**src/rtl/lsu_ctrl.sv**
```systemverilog
// Load/store control between the core and a 64-bit word-addressed data memory.
// Optional misalignment trap selected by `define LSU_MISALIGN_TRAP_EN.
module lsu_ctrl #(
   parameter int DATA_WIDTH     = 64,
   parameter int ADDR_WIDTH     = 10,
   parameter int REQ_ADDR_WIDTH = 64
) (
   input  logic                  i_clk,
   input  logic                  i_arst,
   input  logic                  i_req_valid,
   output logic                  o_req_ready,
   input  logic                  i_req_we,
   input  logic [1:0]            i_req_size,
   input  logic                  i_req_unsigned,
   input  logic [REQ_ADDR_WIDTH-1:0] i_req_addr,
   input  logic [DATA_WIDTH-1:0] i_req_wdata,
   output logic                  o_rsp_valid,
   output logic [DATA_WIDTH-1:0] o_rsp_rdata,
   output logic                  o_rsp_err,
   output logic [ADDR_WIDTH-1:0] o_mem_addr,
   output logic                  o_mem_write_en,
   output logic [DATA_WIDTH-1:0] o_mem_write_data,
   input  logic [DATA_WIDTH-1:0] i_mem_read_data
);

   typedef enum logic [2:0] {IDLE, LOAD, RMW_READ, WRITE, RESP} state_t;

   state_t                state;
   logic [1:0]            req_size;
   logic                  req_unsigned;
   logic [2:0]            req_off;
   logic [DATA_WIDTH-1:0] req_wdata;

   logic                  trap_hit;
   logic [2:0]            off_eff;
   logic                  unused_addr;

   // Bits above the word index are ignored so addresses wrap around the memory.
   assign unused_addr = ^i_req_addr[REQ_ADDR_WIDTH-1:ADDR_WIDTH+3];

   function automatic logic [DATA_WIDTH-1:0] load_extend(
      input logic [DATA_WIDTH-1:0] word,
      input logic [1:0]            size,
      input logic [2:0]            off,
      input logic                  uns
   );
      logic [DATA_WIDTH-1:0] sh;
      sh = word >> {off, 3'b000};
      case (size)
         2'd0:    load_extend = {{(DATA_WIDTH-8){sh[7] & ~uns}}, sh[7:0]};
         2'd1:    load_extend = {{(DATA_WIDTH-16){sh[15] & ~uns}}, sh[15:0]};
         2'd2:    load_extend = {{(DATA_WIDTH-32){sh[31] & ~uns}}, sh[31:0]};
         default: load_extend = sh;
      endcase
   endfunction

   function automatic logic [DATA_WIDTH-1:0] store_merge(
      input logic [DATA_WIDTH-1:0] word,
      input logic [DATA_WIDTH-1:0] wdata,
      input logic [1:0]            size,
      input logic [2:0]            off
   );
      logic [DATA_WIDTH-1:0] mask;
      case (size)
         2'd0:    mask = DATA_WIDTH'(8'hFF);
         2'd1:    mask = DATA_WIDTH'(16'hFFFF);
         2'd2:    mask = DATA_WIDTH'(32'hFFFF_FFFF);
         default: mask = '1;
      endcase
      mask        = mask << {off, 3'b000};
      store_merge = (word & ~mask) | ((wdata << {off, 3'b000}) & mask);
   endfunction

`ifdef LSU_MISALIGN_TRAP_EN
   function automatic logic is_misaligned(input logic [1:0] size, input logic [2:0] off);
      case (size)
         2'd1:    is_misaligned = off[0];
         2'd2:    is_misaligned = |off[1:0];
         2'd3:    is_misaligned = |off;
         default: is_misaligned = 1'b0;
      endcase
   endfunction

   assign trap_hit = is_misaligned(i_req_size, i_req_addr[2:0]);
   assign off_eff  = i_req_addr[2:0];
`else
   function automatic logic [2:0] align_off(input logic [1:0] size, input logic [2:0] off);
      case (size)
         2'd1:    align_off = {off[2:1], 1'b0};
         2'd2:    align_off = {off[2], 2'b00};
         2'd3:    align_off = 3'b000;
         default: align_off = off;
      endcase
   endfunction

   assign trap_hit = 1'b0;
   assign off_eff  = align_off(i_req_size, i_req_addr[2:0]);
`endif

   always_ff @(posedge i_clk or posedge i_arst) begin
      if (i_arst) begin
         state            <= IDLE;
         req_size         <= '0;
         req_unsigned     <= 1'b0;
         req_off          <= '0;
         req_wdata        <= '0;
         o_req_ready      <= 1'b1;
         o_rsp_valid      <= 1'b0;
         o_rsp_rdata      <= '0;
         o_rsp_err        <= 1'b0;
         o_mem_addr       <= '0;
         o_mem_write_en   <= 1'b0;
         o_mem_write_data <= '0;
      end else begin
         o_rsp_valid    <= 1'b0;
         o_mem_write_en <= 1'b0;
         case (state)
            IDLE: begin
               if (i_req_valid) begin
                  req_size     <= i_req_size;
                  req_unsigned <= i_req_unsigned;
                  req_off      <= off_eff;
                  req_wdata    <= i_req_wdata;
                  o_mem_addr   <= i_req_addr[ADDR_WIDTH+2:3];
                  o_req_ready  <= 1'b0;
                  o_rsp_err    <= trap_hit;
                  if (trap_hit) begin
                     state       <= RESP;
                     o_rsp_valid <= 1'b1;
                     o_rsp_rdata <= '0;
                  end else if (!i_req_we) begin
                     state <= LOAD;
                  end else if (i_req_size == 2'd3) begin
                     state            <= WRITE;
                     o_mem_write_en   <= 1'b1;
                     o_mem_write_data <= i_req_wdata;
                  end else begin
                     state <= RMW_READ;
                  end
               end
            end
            LOAD: begin
               state       <= RESP;
               o_rsp_valid <= 1'b1;
               o_rsp_rdata <= load_extend(i_mem_read_data, req_size, req_off, req_unsigned);
            end
            RMW_READ: begin
               state            <= WRITE;
               o_mem_write_en   <= 1'b1;
               o_mem_write_data <= store_merge(i_mem_read_data, req_wdata, req_size, req_off);
            end
            WRITE: begin
               state       <= RESP;
               o_rsp_valid <= 1'b1;
               o_rsp_rdata <= '0;
            end
            RESP: begin
               state       <= IDLE;
               o_req_ready <= 1'b1;
            end
            default: state <= IDLE;
         endcase
      end
   end

endmodule
```
**config.mk**
```make
export PLATFORM = sky130hd
export DESIGN_NAME = lsu_ctrl
export DESIGN_NICKNAME = d
export VERILOG_FILES = /design/src/rtl/lsu_ctrl.sv
export SDC_FILE = /design/constraint.sdc
export NUM_CORES = 1
export LEC_CHECK = 0
export ABC_AREA = 1
export CORE_UTILIZATION = 35
export DETAILED_ROUTE_END_ITERATION = 8
export GPL_TIMING_DRIVEN = 0
export REMOVE_ABC_BUFFERS = 1
export SYNTH_ARGS = -nofsm -noshare
export SYNTH_HDL_FRONTEND = slang
export SYNTH_SLANG_ARGS = --single-unit
```
**constraint.sdc**
```tcl
create_clock -name i_clk -period 10.88 [get_ports i_clk]
set_input_delay 1.088 -clock i_clk [delete_from_list [all_inputs] [get_ports i_clk]]
set_output_delay 1.088 -clock i_clk [all_outputs]
set_load 0.005 [all_outputs]
```
### After elaboration in Yosys (flattened, before gate mapping)

Index checks and enable logic that the tools add are counted.

* input bits: 199
* output and inout bits: 142
* register bits after elaboration: 214
* word-level logic and storage cells: 63

* equal/unequal tests: 12
* bitwise gates (word level): 8
* reductions and logical operators: 9
* mux-type cells: 20
* shifts and indexed selects: 3

Operators with widths (number)
* $pmux W64 S3: 2
* $mux W64: 4
* $pmux W64 S2: 2
* $and A64 B64 Y64: 2
* $shl A64 B6 Y64: 2
* $not A64 Y64: 1
* $or A64 B64 Y64: 1
* $shr A64 B6 Y64: 1
* $pmux W3 S3: 2
* $eq A2 B2 Y1 const B: 3
* $eq A3 B2 Y1 const B: 2
* $mux W1: 6
* $ne A2 B2 Y1 const B: 3
* $reduce_bool A2 Y1: 3
* $eq A2 B1 Y1 const B: 2
* $pmux W1 S2: 2
* $reduce_and A2 Y1: 2
* $reduce_and A4 Y1: 1
* $and A1 B1 Y1: 3
* $eq A3 B1 Y1 const B: 1
* $eq A3 B3 Y1 const B: 1
* $logic_not A3 Y1: 1
* $mux W3: 1
* $logic_not A2 Y1: 1
* 3 further kinds: 3

### Depth between registers and ports, before layout

Gate-level depths: netlist of the first run.

* depth after elaboration: 8
* gate-level depth with buffers: 13
* mapped depth without buffers: 11

### Least setup slack after synthesis of the first run

OpenSTA, ideal clock, no wires.

* kind: input -> register
* start: input port i_mem_read_data[63]
* end: register o_rsp_rdata[32]
* stages: 9
* slack: 8.760 ns
* data arrival time: 2.002 ns
* buffers on the path: 1
* data required time: 10.762 ns
* library setup time: 0.118 ns
* cell sequence: nand2_1 > nand3_1 > nand3_1 > nand2_1 > nand2_2 > nand4_2 > buf_6 > nand3_1 > nand2_1

* cells in the longest elaborated chain, start to end: 4
* elaborated cells on any way between the ends: 6
* those cells by class: shift: 1; mux: 2; bitwise: 3

Ends and longest elaborated chain
* start, declared: RTL line 23 `input logic [DATA_WIDTH-1:0] i_mem_read_data`
* $shr A64 B6 Y64 *: RTL line 48 `sh = word >> {off, 3'b000};`
* $and A1 B1 Y1 (on tied branches): RTL line 52, 50, 51
* $pmux W64 S3 *: RTL line 49 `case (size)`
* $pmux W64 S2 *: RTL line 117 `case (state)`
* end signal, assigned: RTL line 145 `o_rsp_rdata <= load_extend(i_mem_read_data, req_size, req_off, req_unsigned);`
* end, declared: RTL line 18 `output logic [DATA_WIDTH-1:0] o_rsp_rdata,`

Every way passes the cells marked *; elsewhere a longest branch is shown, timed or not.
A chain may end at the register's enable or synchronous reset.

### Worst setup path after layout of the first run

* start: register req_off[1]
* end: register o_mem_write_data[50]

* cells in the longest elaborated chain, start to end: 5
* elaborated cells on any way between the ends: 7
* those cells by class: shift: 2; mux: 1; bitwise: 4

Ends and longest elaborated chain
* start, declared: RTL line 31 `logic [2:0] req_off;`
* start signal, assigned: RTL line 105 `req_off <= '0;`
* start signal, assigned: RTL line 122 `req_off <= off_eff;`
* $shl A64 B6 Y64: RTL line 70 `mask = mask << {off, 3'b000};`
* $not A64 Y64: RTL line 71 `store_merge = (word & ~mask) | ((wdata << {off, 3'b000}) & mask);`
* $and A64 B64 Y64: RTL line 71
* $or A64 B64 Y64 *: RTL line 71
* $pmux W64 S2 *: RTL line 117
* end signal, assigned: RTL line 136 `o_mem_write_data <= i_req_wdata;`
* end signal, assigned: RTL line 150 `o_mem_write_data <= store_merge(i_mem_read_data, req_wdata, req_size, req_off);`
* end, declared: RTL line 22 `output logic [DATA_WIDTH-1:0] o_mem_write_data,`

Marked as above.

==> run_results.csv, run 1 <==
group,metric,value,unit
outcome,result_of_the_run,"finished, final reports clean",
timing,worst_slew_margin_rel,0.0671,
synthesis,dominant_cell_by_count_in_the_synthesized_netlist,"nand2_1",
clocking,cts_inserted_buffers,27,
timing,final_setup_violation_count,0,
clocking,tritoncts,"yes",
layout,filler_cell_count,3657,
timing,fmaxAchievable,207,MHz
grt,global_route.overflow_total,0,
synthesis,netlist_instances,1847,
synthesis,synth_edf_count,0,
clocking,clk-insertion-delay-late,0.55,ns
pwr,power.share.sequential,0.266,
synthesis,async_reset_ff_frac,1.00,
critical_path,critPathCaptureType,"register",
clocking,cts.htree.levels,1,
clocking,cts-resized-gates,0,
route,drt_pass1_iterations,6,
critical_path,worst_setup_path_start_kind,"register",
timing,worst_slew_pin_slew,1.39,ns
floorplanning,fp.coreArea,35600,sq um
route,avgViaCountPerCell,5.40,
floorplanning,die_h,192,um
route,detail_route.wl_per_cell,20.6,um
route,via_count,13696,
min_path,worst_hold_path_type,"register to register",
route,wirelength,52.2,mm
placement,place_ws,6.13,ns
floorplanning,initial_utilization,0.355,
synthesis,synth_seq_cells,214,
layout,final_layout_size_suffix_gt1_frac,0.0503,
pwr,clock_power_share,0.162,
critical_path,critical_path.max_fanout,81,
timing,slew_viol_final,0,
layout,nets_finish,2248,
timing,setup_tns,0,ns
clocking,ctsLongestPathBuffers,3,
clocking,post_cts_buffers,0,
grt,pin_count_of_the_biggest_net_entering_global_routing,94,
layout,multiInputGateArea,6370,sq um
pwr,power.density_cell_area,332,nW/um^2
synthesis,avgSynthCellArea,6.84,sq um
synthesis,syn_area,12600,sq um
critical_path,critPathArrivalTime,5.31,ns
pwr,power.static_leakage,7.69,nW
run,cap_viol_max_count,0,
timing,rsz0062_at_grt,"no",
placement,portBuffers,288,
layout,area.sequential,5370,sq um
synthesis,yosysWarningCount,0,
clocking,number_of_clock_sinks,214,
pwr,total_switching_power,2.68,mW
grt,antenna_found_initial,6,
synthesis,synth_largest_area_cell,"dfrtp_1",
floorplanning,pin_count,341,
placement,place.detailed.hpwl,34.9,mm
placement,finalWeightedCongestion,0.844,
layout,layout.core_utilization,0.472,
grt,grt_first_pass_wirelength,78.4,mm
route,postRouteAntennaNets,0,
timing,timing.final.hold_violations,0,
timing,layout_worst_path_cycle_share,0.445,
floorplanning,fp-row-count,69,
synthesis,synthTopCellsByArea,"dfrtp_1, nand2_1, a21oi_1",
grt,grt_pass1_vias,12822,
clocking,cts-root-buf,"clkbuf_16",
route,initialDrtViolationCount,1598,
timing,timing.clock.skew,0.0145,ns
floorplanning,design.die.area,36900,sq um
synthesis,netlist-cell-type-count,32,
synthesis,synth_top_flop_cell,"dfrtp_1",
layout,area_growth_syn_to_layout,32.8,%
synthesis,synth_common_cells,"nand2_1, dfrtp_1, a21oi_1",
pwr,power_report.internal_total,2.89,mW
route,drc,0,
floorplanning,die_x,192,um
clocking,clk_transition_reported_paths,0.06,ns
grt,track_usage,0.281,
synthesis,yosysSeqAreaShare,0.424,
clocking,postCtsHoldBufs,0,
critical_path,critPathRequiredTime,11.35,ns
timing,layout_min_cycle_time,4.84,ns
pwr,power.switching_fraction,0.481,
pwr,peakVddDrop,0.000221,V
timing,setup_slack,6.04,ns
synthesis,yosysTopAreaCellShare,0.422,
pwr,combPwrFrac,0.572,
critical_path,setup.worst_path.class,"register to register",
[stage by stage]
stage          cell area [sq um]  instances  hold WS (ns)  total power, mW
2_1_floorplan              12000       1716         0.444             3.13
3_3_place_gp               15500       2465         0.464             4.54
3_5_place_dp               15900       2480         0.467             4.62
4_1_cts                    16800       2529         0.483             5.55
5_1_grt                    16800       2534         0.496             5.98
6_report                   16800       2535         0.477             5.56
[placed cells by master, fill, tap and decap left out, types with 3 or more instances in the layout]
cell               n
o31ai_1            8
o21ai_0          130
inv_4              3
diode_2            5
clkbuf_1           6
nand4_1            7
clkbuf_16         27
nor2_1            88
nand3_1          141
a21oi_1          176
buf_16             9
dfrtp_1          210
o21a_1             6
clkinv_2           4
nand2_1          700
o21ai_1           61
dfrtp_4            3
nor3_1             5
inv_2             10
nand2_2            3
buf_6              3
inv_1             74
or2_2             13
nand3b_1           4
nor2_2             5
clkbuf_8           8
o211ai_1          51
clkdlybuf4s50_1  288
o2111ai_1          4
[worst max-delay path, stage by stage (launching register included)]
cell	delay, ns
dfrtp_4	0.60
inv_4	0.20
buf_16	0.27
nor2_1	1.09
inv_1	0.69
nand3_1	0.24
nand2_1	0.57
inv_1	0.64
nand3_1	0.13
nand2_1	0.14
nand2_1	0.07
nand2_1	0.06
[state kept, by name, summed over array words and instances, names as in the netlist]
signal	count
o_mem_write_data	64
o_rsp_rdata	64
req_wdata	64
o_mem_addr	10
req_off	3
state	3
req_size	2
o_mem_write_en	1
o_req_ready	1
o_rsp_valid	1
req_unsigned	1
[final timing paths]
check | startpoint | depth (start not counted) | slack (ns) | endpoint
setup reg to reg | req_off[1]$_DFFE_PP0P_ | 11 | 6.04 | o_mem_write_data[50]$_DFFE_PP0P_
max in group asynchronous | i_arst | 3 | 9.01 | o_mem_write_data[43]$_DFFE_PP0P_
hold / removal | o_rsp_rdata[40]$_DFFE_PP0P_ | 2 | 0.48 | o_rsp_rdata[40]$_DFFE_PP0P_
setup / recovery | req_off[1]$_DFFE_PP0P_ | 11 | 6.04 | o_mem_write_data[50]$_DFFE_PP0P_
hold reg to reg | o_rsp_rdata[40]$_DFFE_PP0P_ | 2 | 0.48 | o_rsp_rdata[40]$_DFFE_PP0P_
min in group asynchronous | i_arst | 2 | 0.98 | state[0]$_DFFE_PP0N_
[power groups by stage]
stage          clock network, mW  registers (mW)  logic [mW]
2_1_floorplan                  0            1.46        1.67
3_3_place_gp                   0            1.55        2.99
3_5_place_dp                   0            1.48        3.14
4_1_cts                    0.921            1.47        3.16
5_1_grt                    0.950            1.52        3.50
6_report                   0.902            1.48        3.18
[layout make-up]
| class | instances | area share |
|---|---|---|
| Multi-Input combinational cell | 1414 | 0.380 |
| Sequential cell | 214 | 0.320 |
| Timing Repair Buffer | 304 | 0.192 |
| Clock buffer | 41 | 0.0482 |
| Tap cell | 461 | 0.0344 |
| Inverter | 88 | 0.0206 |
| Clock inverter | 8 | 0.00447 |
| Antenna cell | 5 | 0.000746 |
[layer usage]
metal,part of all wire,vias up,GRT usage
met3,0.073,114,0.0411
met1,0.44,6471,0.395
met4,0.041,2,0.108
met5,0.00023,-,0
li1,-,6488,-
met2,0.44,621,0.434
[cells by family (layout without fill, tap and decap cells)]
kind of cell	after synthesis	count (layout)	synth area share
flops	214	214	0.424
buf+inv	219	441	0.0742
compound gates	440	440	0.190
other cells	1	6	0.000297
simple gates	973	973	0.311
Power figures use the tool's default switching activity.
==> run 2: changes to the inputs <==
Clock period 10.88 ns to 4.7 ns, I/O delays scaled along.
==> run 2 against run 1 <==
Against the previous run:
- worst hold slack lost 0.11 ns
- first-iteration DRC count did not move
- critical path depth increased by 1
- clock-buffer cell count unchanged
- routed wire length barely moved
- critical path type unchanged
==> run_results.csv, run 2 (synthesis results as in run 1) <==
group,metric,value,unit
grt,met3_track_utilization_from_global_routing,0.0411,
critical_path,critPathRequiredTime,5.13,ns
route,avgViaCountPerCell,5.40,
floorplanning,fp.coreArea,35600,sq um
pwr,design_power_total,12.9,mW
clocking,ctsLongestPathBuffers,3,
clocking,number_of_clock_sinks,214,
critical_path,worstReg2RegStart,"req_off[0]$_DFFE_PP0P_",
clocking,cts.htree.levels,1,
timing,layout_worst_path_cycle_share,0.993,
critical_path,worstPathBufferInverterCount,5,
critical_path,worst_setup_path_start_kind,"register",
critical_path,critical_path.max_fanout,93,
critical_path,critical-path-max-stage-delay,0.69,ns
placement,portBuffers,288,
route,drt_pass1_iterations,5,
clocking,tritoncts,"yes",
placement,finalWeightedCongestion,0.844,
layout,area.sequential,5370,sq um
route,initialDrtViolationCount,1598,
timing,layout_min_cycle_time,4.67,ns
pwr,power.static_leakage,7.69,nW
timing,rsz0062_at_grt,"no",
run,cap_viol_max_count,0,
timing,fmaxAchievable,214,MHz
clocking,cts_inserted_buffers,27,
critical_path,critPathArrivalTime,5.09,ns
pwr,clock_power_share,0.162,
critical_path,crit_path_start,"req_off[0]$_DFFE_PP0P_",
layout,layout_common_cells,"nand2_1, clkdlybuf4s50_1, dfrtp_1",
grt,global_route.overflow_total,0,
timing,worst_slew_margin_rel,0.115,
floorplanning,die_x,192,um
pwr,power_report.internal_total,6.69,mW
layout,layout.cells.most_common,"nand2_1",
critical_path,critical_path.top_delay_family,"simple AND/OR/NAND/NOR gates",
critical_path,worst_path_most_repeated_cell,"nand2_1",
route,via_count,13682,
layout,largestRegisters,"o_mem_write_data (64), o_rsp_rdata (64), req_wdata (64)",
timing,timing.clock.skew,0.0154,ns
layout,multiInputGateArea,6370,sq um
outcome,result_of_the_run,"finished, final reports clean",
timing,final_setup_violation_count,0,
floorplanning,die_h,192,um
grt,pin_count_of_the_biggest_net_entering_global_routing,94,
clocking,post_cts_buffers,0,
pwr,power.switching_fraction,0.481,
clocking,clk_transition_reported_paths,0.06,ns
floorplanning,pin_count,341,
pwr,power.density_cell_area,768,nW/um^2
min_path,worst_hold_path_type,"primary input to asynchronous set/reset pin",
timing,worst_slew_pin_slew,1.32,ns
grt,use_met1,0.395,
layout,filler_cell_count,3656,
grt,top_usage_layer,"met2",
floorplanning,initial_utilization,0.355,
critical_path,cpMaxStageDelayCell,"nor2_2",
grt,grt.met2_usage,0.434,
floorplanning,fp-row-count,69,
critical_path,setup.worst_path.class,"register to register",
pwr,power.share.sequential,0.266,
layout,final_layout_size_suffix_gt1_frac,0.0507,
route,drc,0,
clocking,clk-insertion-delay-late,0.55,ns
layout,area_growth_syn_to_layout,32.9,%
timing,fin_worst_hold_slack,0.367,ns
timing,timing.final.hold_violations,0,
clocking,cts-root-buf,"clkbuf_16",
grt,grt_first_pass_wirelength,78.4,mm
critical_path,critPathCaptureType,"register",
critical_path,crit_path_cell_trace,"buf_16, inv_4, buf_16, nand2_2, nor2_2, inv_1, nand2_1, inv_2, nand2_1, nand4_1, nand2_1, nand2_1",
route,detail_route.wl_per_cell,20.6,um
pwr,combPwrFrac,0.572,
pwr,total_switching_power,6.21,mW
layout,nets_finish,2248,
pwr,peakVddDrop,0.000512,V
grt,grt_pass1_vias,12822,
grt,antenna_found_initial,6,
route,wirelength,52.2,mm
floorplanning,design.die.area,36900,sq um
route,postRouteAntennaNets,0,
placement,place.detailed.hpwl,34.9,mm
timing,slew_viol_final,0,
grt,track_usage,0.281,
run 2: cell counts in the layout (fill, tap and decap cells not counted):
Identical to the previous run, type by type.
run 2: final timing paths:
kind	endpoint	slack, ns	cells after the start
max in group asynchronous	o_mem_write_data[43]$_DFFE_PP0P_	3.44	3
min	state[0]$_DFFE_PP0N_	0.37	2
max	o_mem_write_data[37]$_DFFE_PP0P_	0.03	12
min reg2reg	o_rsp_rdata[40]$_DFFE_PP0P_	0.48	2
min in group i_clk	o_mem_addr[3]$_DFFE_PP0P_	0.47	3
max reg2reg	o_mem_write_data[37]$_DFFE_PP0P_	0.03	12
run 2: stage by stage:
stage | area, sq um | setup TNS, ns | utilization | worst slack, ns | cells
2_1_floorplan | 12000 | -365.98 | - | -1.62 | 1716
3_3_place_gp | 15500 | -1650.98 | 0.435 | -5.06 | 2465
6_report | 16800 | 0 | 0.472 | 0.0311 | 2535
4_1_cts | 16800 | 0 | 0.471 | 0.182 | 2529
3_5_place_dp | 15900 | -0.143 | 0.446 | -0.0503 | 2480
5_1_grt | 16800 | 0 | 0.472 | 0.0105 | 2534
run 2: power groups by stage:
stage          sequential (mW)  combinational (mW)  clock, mW
4_1_cts                   3.41                7.31       2.13
3_5_place_dp              3.42                7.27          0
2_1_floorplan             3.39                3.87          0
3_3_place_gp              3.59                6.92          0
5_1_grt                   3.53                8.11       2.20
6_report                  3.43                7.38       2.09
run 2: cell type report:
| class | instances | area share |
|---|---|---|
| diodes | 5 | 0.000745 |
| multi-input cells | 1414 | 0.380 |
| inverters | 88 | 0.0206 |
| repair buffers | 304 | 0.192 |
| clock buffers | 41 | 0.0482 |
| flip-flops and latches | 214 | 0.320 |
| well taps | 461 | 0.0344 |
| clock inverters | 8 | 0.00447 |
run 2: repair_timing:
action / 4_1_cts / 5_1_grt
setup endpoints to repair: 5 / 0
gates resized for setup: 1 / 0
hold buffers: 0 / 0
run 2: worst reg2reg max path: cells and delay by family, from the launching register on:
kind / cells / cell delay (ns)
simple gates: 7 / 2.32
flops: 1 / 0.63
buf+inv: 5 / 1.59
run 2: layer usage:
layer / vias up / part of all wire
li1: 6485 / -
met1: 6475 / 0.45
met2: 615 / 0.44
met3: 105 / 0.069
met4: 2 / 0.040
met5: - / 0.00023
==> run 3: changes to the inputs <==
Settings changed: CORE_ASPECT_RATIO set to 1.75.
==> run 3 against run 2 <==
Against the previous run:
- combinational power decreased by 2%
- cell area decreased by 0.57%
- global-route usage decreased by 0.24 points
- setup slack improved by 0.23 ns
- fmax increased by 5.2%
- sequential cell count unchanged
- clock power decreased by 5%
- clock-buffer cell count decreased by 12
- critical endpoint is now o_mem_write_data[32]$_DFFE_PP0P_
==> run_results.csv, run 3 (synthesis results as in run 1) <==
group,metric,value,unit
route,avgViaCountPerCell,5.36,
placement,place_ws,0.0566,ns
critical_path,critical_path.max_fanout,77,
clocking,ctsLongestPathBuffers,3,
grt,grt_first_pass_wirelength,78.5,mm
layout,multiInputGateArea,6370,sq um
placement,dpl_cell_area,15900,sq um
timing,slew_viol_final,0,
grt,track_usage,0.279,
timing,setup_slack,0.262,ns
clocking,postCtsHoldBufs,0,
critical_path,critPathArrivalTime,4.86,ns
clocking,clk-insertion-delay-late,0.55,ns
timing,rsz0062_at_grt,"no",
critical_path,crit_path_cell_trace,"buf_16, inv_4, buf_16, nand2_2, nor2_2, inv_1, nand2_1, inv_2, nor2_1, nor2_1, nor2_1, nor2_1",
placement,place.detailed.hpwl,36.2,mm
layout,final_layout_size_suffix_gt1_frac,0.0485,
clocking,cts-root-buf,"clkbuf_16",
critical_path,critical-path-max-stage-delay,0.69,ns
layout,nets_finish,2244,
timing,timing.clock.skew,0.0283,ns
clocking,post_cts_buffers,0,
timing,layout_min_cycle_time,4.44,ns
critical_path,worst_setup_path_start_kind,"register",
timing,fmaxAchievable,225,MHz
grt,grt_pass1_vias,13093,
layout,post-route-cell-area,16700,sq um
layout,instances_no_fill,2533,
critical_path,critPathCaptureType,"register",
clocking,tritoncts,"yes",
floorplanning,die_h,253,um
pwr,power.static_leakage,7.64,nW
route,via_count,13583,
floorplanning,fp.coreArea,35400,sq um
grt,global_route.overflow_total,0,
layout,layout_common_cells,"nand2_1, clkdlybuf4s50_1, dfrtp_1",
placement,finalWeightedCongestion,0.875,
placement,portBuffers,288,
timing,timing.final.hold_violations,0,
layout,filler_cell_count,3592,
critical_path,critPathRequiredTime,5.13,ns
floorplanning,pin_count,341,
critical_path,setup.worst_path.class,"register to register",
outcome,result_of_the_run,"finished, final reports clean",
layout,area.sequential,5370,sq um
timing,worst_slew_pin_slew,1.35,ns
pwr,power.density_cell_area,759,nW/um^2
timing,worst_slew_margin_rel,0.0993,
floorplanning,die_x,146,um
clocking,number_of_clock_sinks,214,
clocking,cts_inserted_buffers,23,
pwr,peakVddDrop,0.000378,V
route,initialDrtViolationCount,1227,
floorplanning,initial_utilization,0.357,
layout,layout.cells.most_common,"nand2_1",
floorplanning,fp-row-count,91,
clocking,cts.htree.levels,1,
route,drc,0,
timing,final_setup_violation_count,0,
placement,place.detailed.instances,2485,
min_path,worst_hold_path_type,"primary input to asynchronous set/reset pin",
grt,antenna_found_initial,7,
clocking,clk_transition_reported_paths,0.07,ns
critical_path,cpMaxStageDelayCell,"dfrtp_4",
grt,pin_count_of_the_biggest_net_entering_global_routing,119,
timing,layout_worst_path_cycle_share,0.944,
timing,fin_worst_hold_slack,0.439,ns
run,cap_viol_max_count,0,
critical_path,worst_path_most_repeated_cell,"nor2_1",
route,drt_pass1_iterations,7,
route,wirelength,51.6,mm
layout,largestRegisters,"o_mem_write_data (64), o_rsp_rdata (64), req_wdata (64)",
layout,area_growth_syn_to_layout,32.1,%
floorplanning,design.die.area,36900,sq um
route,postRouteAntennaNets,0,
route,detail_route.wl_per_cell,20.4,um
## run 3: per-stage QoR
stage	util	power [mW]	TNS, ns
5_1_grt	0.471	13.6	0
6_report	0.471	12.7	0
3_3_place_gp	0.437	10.4	-1584.23
3_5_place_dp	0.448	10.6	0
4_1_cts	0.471	12.7	0
2_1_floorplan	-	7.26	-365.98
## run 3: worst paths after layout
kind	start	endpoint	slack [ns]	cells after the start
worst max-delay path	req_off[0]$_DFFE_PP0P_	o_mem_write_data[32]$_DFFE_PP0P_	0.26	12
worst min-delay path	i_arst	o_mem_write_en$_DFF_PP0_	0.44	2
worst max register to register	req_off[0]$_DFFE_PP0P_	o_mem_write_data[32]$_DFFE_PP0P_	0.26	12
worst min register to register	o_mem_addr[4]$_DFFE_PP0P_	o_mem_addr[4]$_DFFE_PP0P_	0.48	2
max in group asynchronous	i_arst	o_mem_addr[1]$_DFFE_PP0P_	3.19	3
min in group i_clk	i_req_addr[10]	o_mem_addr[7]$_DFFE_PP0P_	0.47	3
## run 3: cell type report
cell class	count	share of cell area
antenna	7	0.00105
clock buffer	29	0.0376
clock inverter	12	0.0102
inverter	88	0.0207
multi-input combinational	1414	0.382
sequential	214	0.321
tap	465	0.0349
timing repair buffer	304	0.192
## run 3: repair_timing
| item | CTS | global route |
|---|---|---|
| hold endpoints to repair | 0 | 0 |
| setup endpoints to repair | 0 | 14 |
| gates resized for setup | 0 | 1 |
## run 3: layer usage
layer / global-route usage / wire [um] / vias to the layer above
li1: - / - / 6466
met1: 0.334 / 20100 / 6348
met2: 0.466 / 24800 / 618
met3: 0.0369 / 3390 / 151
met4: 0.189 / 3420 / 0
met5: 0 / 0 / -
## run 3: critical path: cells and delay by family (launching register included)
kind          cells  cell delay [ns]
buf+inv           5             1.58
flops             1             0.69
simple gates      7             2.01
## run 3: report_power, final
| part | internal, mW | switching, mW |
|---|---|---|
| logic | 2.74 | 4.47 |
| registers | 2.70 | 0.777 |
| clock network | 1.17 | 0.817 |
| total | 6.61 | 6.06 |
